==> src/rtl/add_share_arb.sv <==
// rtl/add_share_arb.sv - round-robin arbiter sharing one pipelined 16-bit carry-lookahead adder
//
// Up to NUM_REQ requesters (PC increment, branch target, ALU add) share one
// adder. One request is granted per cycle. Its operands are registered in
// stage 1, added and registered in stage 2, and returned two cycles after
// the accept.
//
// Optional feature macro: ADD_ARB_STATS_EN (adds stat_ops / stat_conflict).
//
// Ports:
//   clk, rst          rising-edge clock, synchronous active-high reset
//   req_valid[i]      requester i pending; holds operands until accepted
//   req_a, req_b      16-bit operands packed per requester, [16i+15:16i]
//   req_cin[i]        carry-in per requester
//   req_ready         one-hot grant (or zero), combinational from req_valid and ptr
//   rsp_valid         one-cycle result pulse per accepted request
//   rsp_id            requester index of the result
//   rsp_sum           A+B+cin modulo 2^16
//   rsp_cout          carry out of bit 15
//   rsp_ovfl          signed overflow
//   busy              either pipeline stage holds a valid op
//   stat_ops          (ADD_ARB_STATS_EN) saturating count of rsp_valid pulses
//   stat_conflict     (ADD_ARB_STATS_EN) saturating count of cycles with 2+ requests

module add_share_arb #(
  parameter int NUM_REQ = 3,
  parameter int ID_W    = $clog2(NUM_REQ)
) (
  input  logic                 clk,
  input  logic                 rst,
  input  logic [NUM_REQ-1:0]   req_valid,
  input  logic [16*NUM_REQ-1:0] req_a,
  input  logic [16*NUM_REQ-1:0] req_b,
  input  logic [NUM_REQ-1:0]   req_cin,
  output logic [NUM_REQ-1:0]   req_ready,
  output logic                 rsp_valid,
  output logic [ID_W-1:0]      rsp_id,
  output logic [15:0]          rsp_sum,
  output logic                 rsp_cout,
  output logic                 rsp_ovfl,
`ifdef ADD_ARB_STATS_EN
  output logic [15:0]          stat_ops,
  output logic [15:0]          stat_conflict,
`endif
  output logic                 busy
);

  // Round-robin pointer and pipeline registers
  logic [ID_W-1:0] ptr_q, ptr_d;
  logic            s1_v_q, s1_v_d;
  logic [15:0]     s1_a_q, s1_a_d;
  logic [15:0]     s1_b_q, s1_b_d;
  logic            s1_cin_q, s1_cin_d;
  logic [ID_W-1:0] s1_id_q, s1_id_d;
  logic            s2_v_q, s2_v_d;
  logic [15:0]     s2_sum_q, s2_sum_d;
  logic            s2_cout_q, s2_cout_d;
  logic            s2_ovfl_q, s2_ovfl_d;
  logic [ID_W-1:0] s2_id_q, s2_id_d;

  // Arbitration
  logic            grant_found;
  logic [ID_W-1:0] grant_id;
  logic [ID_W:0]   idx;
  logic [15:0]     sel_a;
  logic [15:0]     sel_b;
  logic            sel_cin;

  // Search ptr, ptr+1, ... modulo NUM_REQ; idx has one spare bit so the
  // unreduced sum ptr+k (< 2*NUM_REQ) never overflows before the wrap.
  always_comb begin
    grant_found = 1'b0;
    grant_id    = '0;
    idx         = '0;
    for (int k = 0; k < NUM_REQ; k++) begin
      idx = {1'b0, ptr_q} + (ID_W+1)'(k);
      if (idx >= (ID_W+1)'(NUM_REQ)) begin
        idx = idx - (ID_W+1)'(NUM_REQ);
      end
      if (!grant_found && req_valid[idx]) begin
        grant_found = 1'b1;
        grant_id    = idx[ID_W-1:0];
      end
    end
  end

  always_comb begin
    req_ready = '0;
    if (grant_found) begin
      req_ready[grant_id] = 1'b1;
    end
  end

  always_comb begin
    sel_a   = '0;
    sel_b   = '0;
    sel_cin = 1'b0;
    for (int i = 0; i < NUM_REQ; i++) begin
      if (ID_W'(i) == grant_id) begin
        sel_a   = req_a[16*i +: 16];
        sel_b   = req_b[16*i +: 16];
        sel_cin = req_cin[i];
      end
    end
  end

  // Shared 16-bit carry-lookahead adder on the stage-1 registers:
  // 4-bit groups with a second-level lookahead across the group carries.
  logic [15:0] g, p;
  logic [3:0]  gg, gp;
  logic [16:0] c;
  logic [15:0] add_sum;
  logic        add_cout;
  logic        add_ovfl;

  always_comb begin
    g = s1_a_q & s1_b_q;
    p = s1_a_q ^ s1_b_q;
    for (int j = 0; j < 4; j++) begin
      gg[j] = g[4*j+3]
            | (p[4*j+3] & g[4*j+2])
            | (p[4*j+3] & p[4*j+2] & g[4*j+1])
            | (p[4*j+3] & p[4*j+2] & p[4*j+1] & g[4*j]);
      gp[j] = p[4*j+3] & p[4*j+2] & p[4*j+1] & p[4*j];
    end
    c     = '0;
    c[0]  = s1_cin_q;
    c[4]  = gg[0] | (gp[0] & c[0]);
    c[8]  = gg[1] | (gp[1] & gg[0]) | (gp[1] & gp[0] & c[0]);
    c[12] = gg[2] | (gp[2] & gg[1]) | (gp[2] & gp[1] & gg[0])
          | (gp[2] & gp[1] & gp[0] & c[0]);
    c[16] = gg[3] | (gp[3] & gg[2]) | (gp[3] & gp[2] & gg[1])
          | (gp[3] & gp[2] & gp[1] & gg[0])
          | (gp[3] & gp[2] & gp[1] & gp[0] & c[0]);
    for (int j = 0; j < 4; j++) begin
      c[4*j+1] = g[4*j] | (p[4*j] & c[4*j]);
      c[4*j+2] = g[4*j+1] | (p[4*j+1] & g[4*j]) | (p[4*j+1] & p[4*j] & c[4*j]);
      c[4*j+3] = g[4*j+2] | (p[4*j+2] & g[4*j+1]) | (p[4*j+2] & p[4*j+1] & g[4*j])
               | (p[4*j+2] & p[4*j+1] & p[4*j] & c[4*j]);
    end
    add_sum  = p ^ c[15:0];
    add_cout = c[16];
    add_ovfl = (s1_a_q[15] == s1_b_q[15]) && (add_sum[15] != s1_a_q[15]);
  end

  // Next-state
  always_comb begin
    ptr_d = ptr_q;
    if (grant_found) begin
      ptr_d = (grant_id == ID_W'(NUM_REQ-1)) ? '0 : grant_id + ID_W'(1);
    end

    s1_v_d   = grant_found;
    s1_a_d   = grant_found ? sel_a   : s1_a_q;
    s1_b_d   = grant_found ? sel_b   : s1_b_q;
    s1_cin_d = grant_found ? sel_cin : s1_cin_q;
    s1_id_d  = grant_found ? grant_id : s1_id_q;

    // Result fields only load with a valid op so the outputs hold the
    // last result (or reset zeros) between pulses.
    s2_v_d    = s1_v_q;
    s2_sum_d  = s1_v_q ? add_sum  : s2_sum_q;
    s2_cout_d = s1_v_q ? add_cout : s2_cout_q;
    s2_ovfl_d = s1_v_q ? add_ovfl : s2_ovfl_q;
    s2_id_d   = s1_v_q ? s1_id_q  : s2_id_q;
  end

  always_ff @(posedge clk) begin
    if (rst) begin
      ptr_q     <= '0;
      s1_v_q    <= 1'b0;
      s1_a_q    <= '0;
      s1_b_q    <= '0;
      s1_cin_q  <= 1'b0;
      s1_id_q   <= '0;
      s2_v_q    <= 1'b0;
      s2_sum_q  <= '0;
      s2_cout_q <= 1'b0;
      s2_ovfl_q <= 1'b0;
      s2_id_q   <= '0;
    end else begin
      ptr_q     <= ptr_d;
      s1_v_q    <= s1_v_d;
      s1_a_q    <= s1_a_d;
      s1_b_q    <= s1_b_d;
      s1_cin_q  <= s1_cin_d;
      s1_id_q   <= s1_id_d;
      s2_v_q    <= s2_v_d;
      s2_sum_q  <= s2_sum_d;
      s2_cout_q <= s2_cout_d;
      s2_ovfl_q <= s2_ovfl_d;
      s2_id_q   <= s2_id_d;
    end
  end

  assign rsp_valid = s2_v_q;
  assign rsp_id    = s2_id_q;
  assign rsp_sum   = s2_sum_q;
  assign rsp_cout  = s2_cout_q;
  assign rsp_ovfl  = s2_ovfl_q;
  assign busy      = s1_v_q | s2_v_q;

`ifdef ADD_ARB_STATS_EN
  logic [15:0] stat_ops_q, stat_ops_d;
  logic [15:0] stat_conflict_q, stat_conflict_d;
  logic [3:0]  n_valid;

  always_comb begin
    n_valid = '0;
    for (int i = 0; i < NUM_REQ; i++) begin
      n_valid = n_valid + {3'b000, req_valid[i]};
    end
    stat_ops_d = stat_ops_q;
    if (s2_v_q && (stat_ops_q != 16'hFFFF)) begin
      stat_ops_d = stat_ops_q + 16'd1;
    end
    stat_conflict_d = stat_conflict_q;
    if ((n_valid >= 4'd2) && (stat_conflict_q != 16'hFFFF)) begin
      stat_conflict_d = stat_conflict_q + 16'd1;
    end
  end

  always_ff @(posedge clk) begin
    if (rst) begin
      stat_ops_q      <= '0;
      stat_conflict_q <= '0;
    end else begin
      stat_ops_q      <= stat_ops_d;
      stat_conflict_q <= stat_conflict_d;
    end
  end

  assign stat_ops      = stat_ops_q;
  assign stat_conflict = stat_conflict_q;
`endif

endmodule

==> config.mk <==
export PLATFORM = sky130hd
export DESIGN_NAME = add_share_arb
export DESIGN_NICKNAME = d
export VERILOG_FILES = /design/src/rtl/add_share_arb.sv
export SDC_FILE = /design/constraint.sdc
export NUM_CORES = 1
export LEC_CHECK = 0
export CAP_MARGIN = 20
export CORE_MARGIN = 2
export CORE_UTILIZATION = 45
export DETAILED_ROUTE_END_ITERATION = 10
export GPL_ROUTABILITY_DRIVEN = 0
export HOLD_SLACK_MARGIN = 0.12
export PLACE_DENSITY = 0.8
export SLEW_MARGIN = 20
export SYNTH_ARGS = -nofsm -noshare
export SYNTH_HDL_FRONTEND = slang
export SYNTH_SLANG_ARGS = --single-unit
==> constraint.sdc <==
create_clock -name clk -period 2.9 [get_ports clk]
set_input_delay 0.58 -clock clk [delete_from_list [all_inputs] [get_ports clk]]
set_output_delay 0.58 -clock clk [all_outputs]
set_load 0.1 [all_outputs]
==> summary.md <==
| Metric | Value |
|---|---|
| Synth Area in Compound Gates | 22.9% |
| Fin crit share | 97.5% |
| Total GRT Usage | 21.5% |
| Pwr dens | 1290 nW/um^2 |
| Synth top area share | 34.2% |
| Switching Share | 48.6% |
| Area share of and/or/nand/nor cells after synthesis | 13.9% |
| First-pass GRT wire length | 14600 um |
| Syn Inst Count | 386 |
| Fin cells | 623 |
| Clk_skew | 0.0104 ns |
| Max frequency | 354 MHz |
| Remaining DRCs | 0 |
| Synth top area cells | dfxtp_1 34%, mux2i_1 12%, a22o_1 8.9% |
| Headroom to the max-slew limit | 63.5% |
| Final TNS setup | 0 ns |
| Filler Cell Count | 560 |
| Final total power | 6730 uW |
| Clock power share | 13.6% |
| Num ports | 129 |
| Total CTS buffers | 9 |
| Synth area leader | dfxtp_1 |
| Starting density of the core | 47.1% |
| Final #Nets | 646 |
| TritonRoute pass-1 iters | 4 |
| Worst Hold End | rsp_sum[11]$_SDFFE_PP0P_ |
| Leakage power | 0.00219 uW |
| Final Hold Fails | 0 |
| Syn nets | 513 |
| EDFF count, synth | 0 |
| Synth cell count leaders | 59 x dfxtp_1, 43 x mux2i_1, 42 x nand2_1 |
| Die ar. | 8390 um^2 |
| Total clock sinks | 59 |
| Core ar. | 7330 um^2 |
| Largest family of logic cells by synthesized area | compound AO/OA/AOI/OAI gates |
| Worst r2r src | ptr_q[1]$_SDFFE_PP0N_ |
| Layout area overhead | 51.0% |
| XOR/XNOR share of the synthesized area | 2.28% |
| Placed Cells | 604 |
| Number of global-route vias before repair | 3145 |
| Largest net degree at the start of global routing | 35 |
| Vias | 3322 |
| Unrepaired setup endpoints after global routing | false |
| FFs w/ async S/R, synth | 0% |
| Reg area | 1180 um^2 |
| Main synth FF type | dfxtp_1 |
| Initial antenna violation count | 0 |
| Drt wl/cell | 14.6 um |
| CTS tree | built |
| Synthesized area | 3450 um^2 |
| Register share of total power | 22.3% |
| Multiplexer area fraction after synthesis | 12.5% |
| Die Wd | 91.6 um |
| 1st-iter DRT viols | 133 |
| CTS H-tree depth | 3 |
| Final Setup Violations | 0 |
| Seq/Total Area, Yosys | 34.2% |
| Final Max Tran Viols | 0 |
| Final critical-path required period | 2.83 ns |
| Comb power frac | 64.2% |
| Area of the multi-input gates | 2170 um^2 |
| Psw | 3270 uW |
| Min-Delay Path Class | reg -> reg |
| Fin Hold WS | 0.478 ns |
| FF+latch count, synth | 59 |
| CTS root buf | clkbuf_8 |
| Port bufs | 128 |
| Outcome | completed |
| DRT Wirelength | 9080 um |
| Dpl hpwl | 6880 um |
| Distinct cells, synth | 48 |
| N_diodes | 0 |
| Routed vias/inst | 5.33 |
| CP Max Fanout | 6 |
| Crit end category | output port |
| Max-cap viol count | 0 |
| Worst-path clk slew | 0.06 ns |
| Post-route ant nets | 0 |
| Adder-Cell Fraction of Synth Area | 9.21% |
| Fin util | 71.1% |
| HP Start | rsp_sum[11]$_SDFFE_PP0P_ |
| R2R Setup Slk | 0.22 ns |
| Hold path depth | 1 |
| CP arrival | 2.25 ns |
| CTS max path bufs | 2 |
| Yosys warns | 0 |
| P_int | 3460 uW |
| Top-count cell post-synth | dfxtp_1 |
| Share of cells above drive strength 1 | 15.1% |
| Rows | 31 |
| Critical path class | in -> out |
| Remaining global-route overflow | 0 |
| Die height | 91.6 um |
| Syn Area/Cell | 8.94 um^2 |
| Crit path launch type | primary input |
| Peak supply drop | 0.480 mV |
| RR Endpoint | s1_b_q[15]$_SDFFE_PP0N_ |
| CP Data Required Time | 2.32 ns |
| Worst slew pin tran | 0.546 ns |
| Worst skew pair latency | 0.34 ns |
| Reg2Reg Depth | 12 |
==> sequential cells by signal (all words and copies together), names as in the netlist <==
name and count:
s1_v_q 1, s1_cin_q 1, ptr_q 2, rsp_valid 1, s1_a_q 16, rsp_ovfl 1
rsp_cout 1, s1_id_q 2, rsp_sum 16, s1_b_q 16, rsp_id 2
==> routing by layer <==
metal | part of all wire [%] | up-vias | wire, um | track usage, %
met5 | 0 | - | 0 | 0
met4 | 1.2 | 0 | 108 | 8.08
met3 | 6.8 | 10 | 616 | 4.65
met2 | 48 | 121 | 4370 | 35.4
met1 | 44 | 1526 | 3980 | 27.7
li1 | - | 1665 | - | -
==> metrics by stage <==
stage	cell area, um^2	worst slack (ns)
floorplan	3490	0.000976
global placement	4900	0.101
detailed placement	4900	0.00770
CTS	5140	0.0155
global route	5210	0.0137
finish	5210	0.0735
==> power by group through the flow <==
| stage | registers (uW) | clock network, uW | logic (uW) |
|---|---|---|---|
| floorplan | 2280 | 0 | 2330 |
| global placement | 1490 | 0 | 4130 |
| detailed placement | 1510 | 0 | 4210 |
| CTS | 1490 | 921 | 4240 |
| global route | 1550 | 966 | 4640 |
| finish | 1500 | 912 | 4310 |
==> cell families (layout without fill, tap and decap cells) <==
kind of cell               Yosys count  after routing
AOI/OAI and AO/OA                  114            114
adders and majority gates           23             23
buffers and inverters               36            174
muxes                               43             43
DFF                                 59             59
and+or+nand+nor                    102            102
xor gates and xnor gates             9              9
==> critical path, stage by stage <==
cell	delay (ns)
clkdlybuf4s50_1	0.50
a22oi_1	0.23
o221ai_1	0.14
a41o_2	0.35
nor3_4	0.24
buf_12	0.21
==> cells in the final DEF (no fill, tap or decap), types with 2 or more instances in the layout <==
cell type / count
or2_2: 3
ha_1: 17
a22o_1: 35
bufinv_16: 3
buf_4: 37
o221ai_1: 2
buf_12: 7
nor2_1: 29
clkbuf_8: 10
a22oi_1: 2
nand2_1: 41
clkinv_2: 2
dfxtp_1: 58
nor3_4: 2
nand4_1: 4
ha_4: 2
a21oi_1: 13
a21o_1: 3
o21ai_0: 30
clkdlybuf4s50_1: 102
fa_1: 4
nand2b_1: 6
inv_1: 10
a21oi_2: 4
mux2i_1: 43
nor2b_1: 3
o21ai_1: 8
xor2_1: 2
xnor2_1: 7
a211oi_1: 6
nor3_1: 3
==> worst max-delay path by stage <==
stage,endpoint,from
2_1_floorplan,req_ready[0],ptr_q[1]$_SDFFE_PP0N_
4_1_cts,req_ready[1],req_valid[0]
5_1_grt,req_ready[0],ptr_q[1]$_SDFFE_PP0N_
3_5_place_dp,s1_a_q[1]$_SDFFE_PP0N_,req_valid[0]
6_report,req_ready[0],req_valid[2]
3_3_place_gp,req_ready[1],req_valid[0]
==> repair_timing <==
item	in CTS	in global routing
gates resized for setup	0	8
endpoints found under the setup margin	1	3
buffers inserted	0	3
pin swaps	1	4
hold buffers	0	0
==> layout make-up <==
| class | instances | share of cell area, % |
|---|---|---|
| Clock buffer | 11 | 2.71 |
| Clock inverter | 5 | 1.92 |
| Inverter | 11 | 0.793 |
| Multi-Input combinational cell | 291 | 41.6 |
| Sequential cell | 59 | 22.7 |
| Tap cell | 99 | 2.38 |
| Timing Repair Buffer | 147 | 27.9 |
No activity file was read; power rests on OpenSTA's default activity.
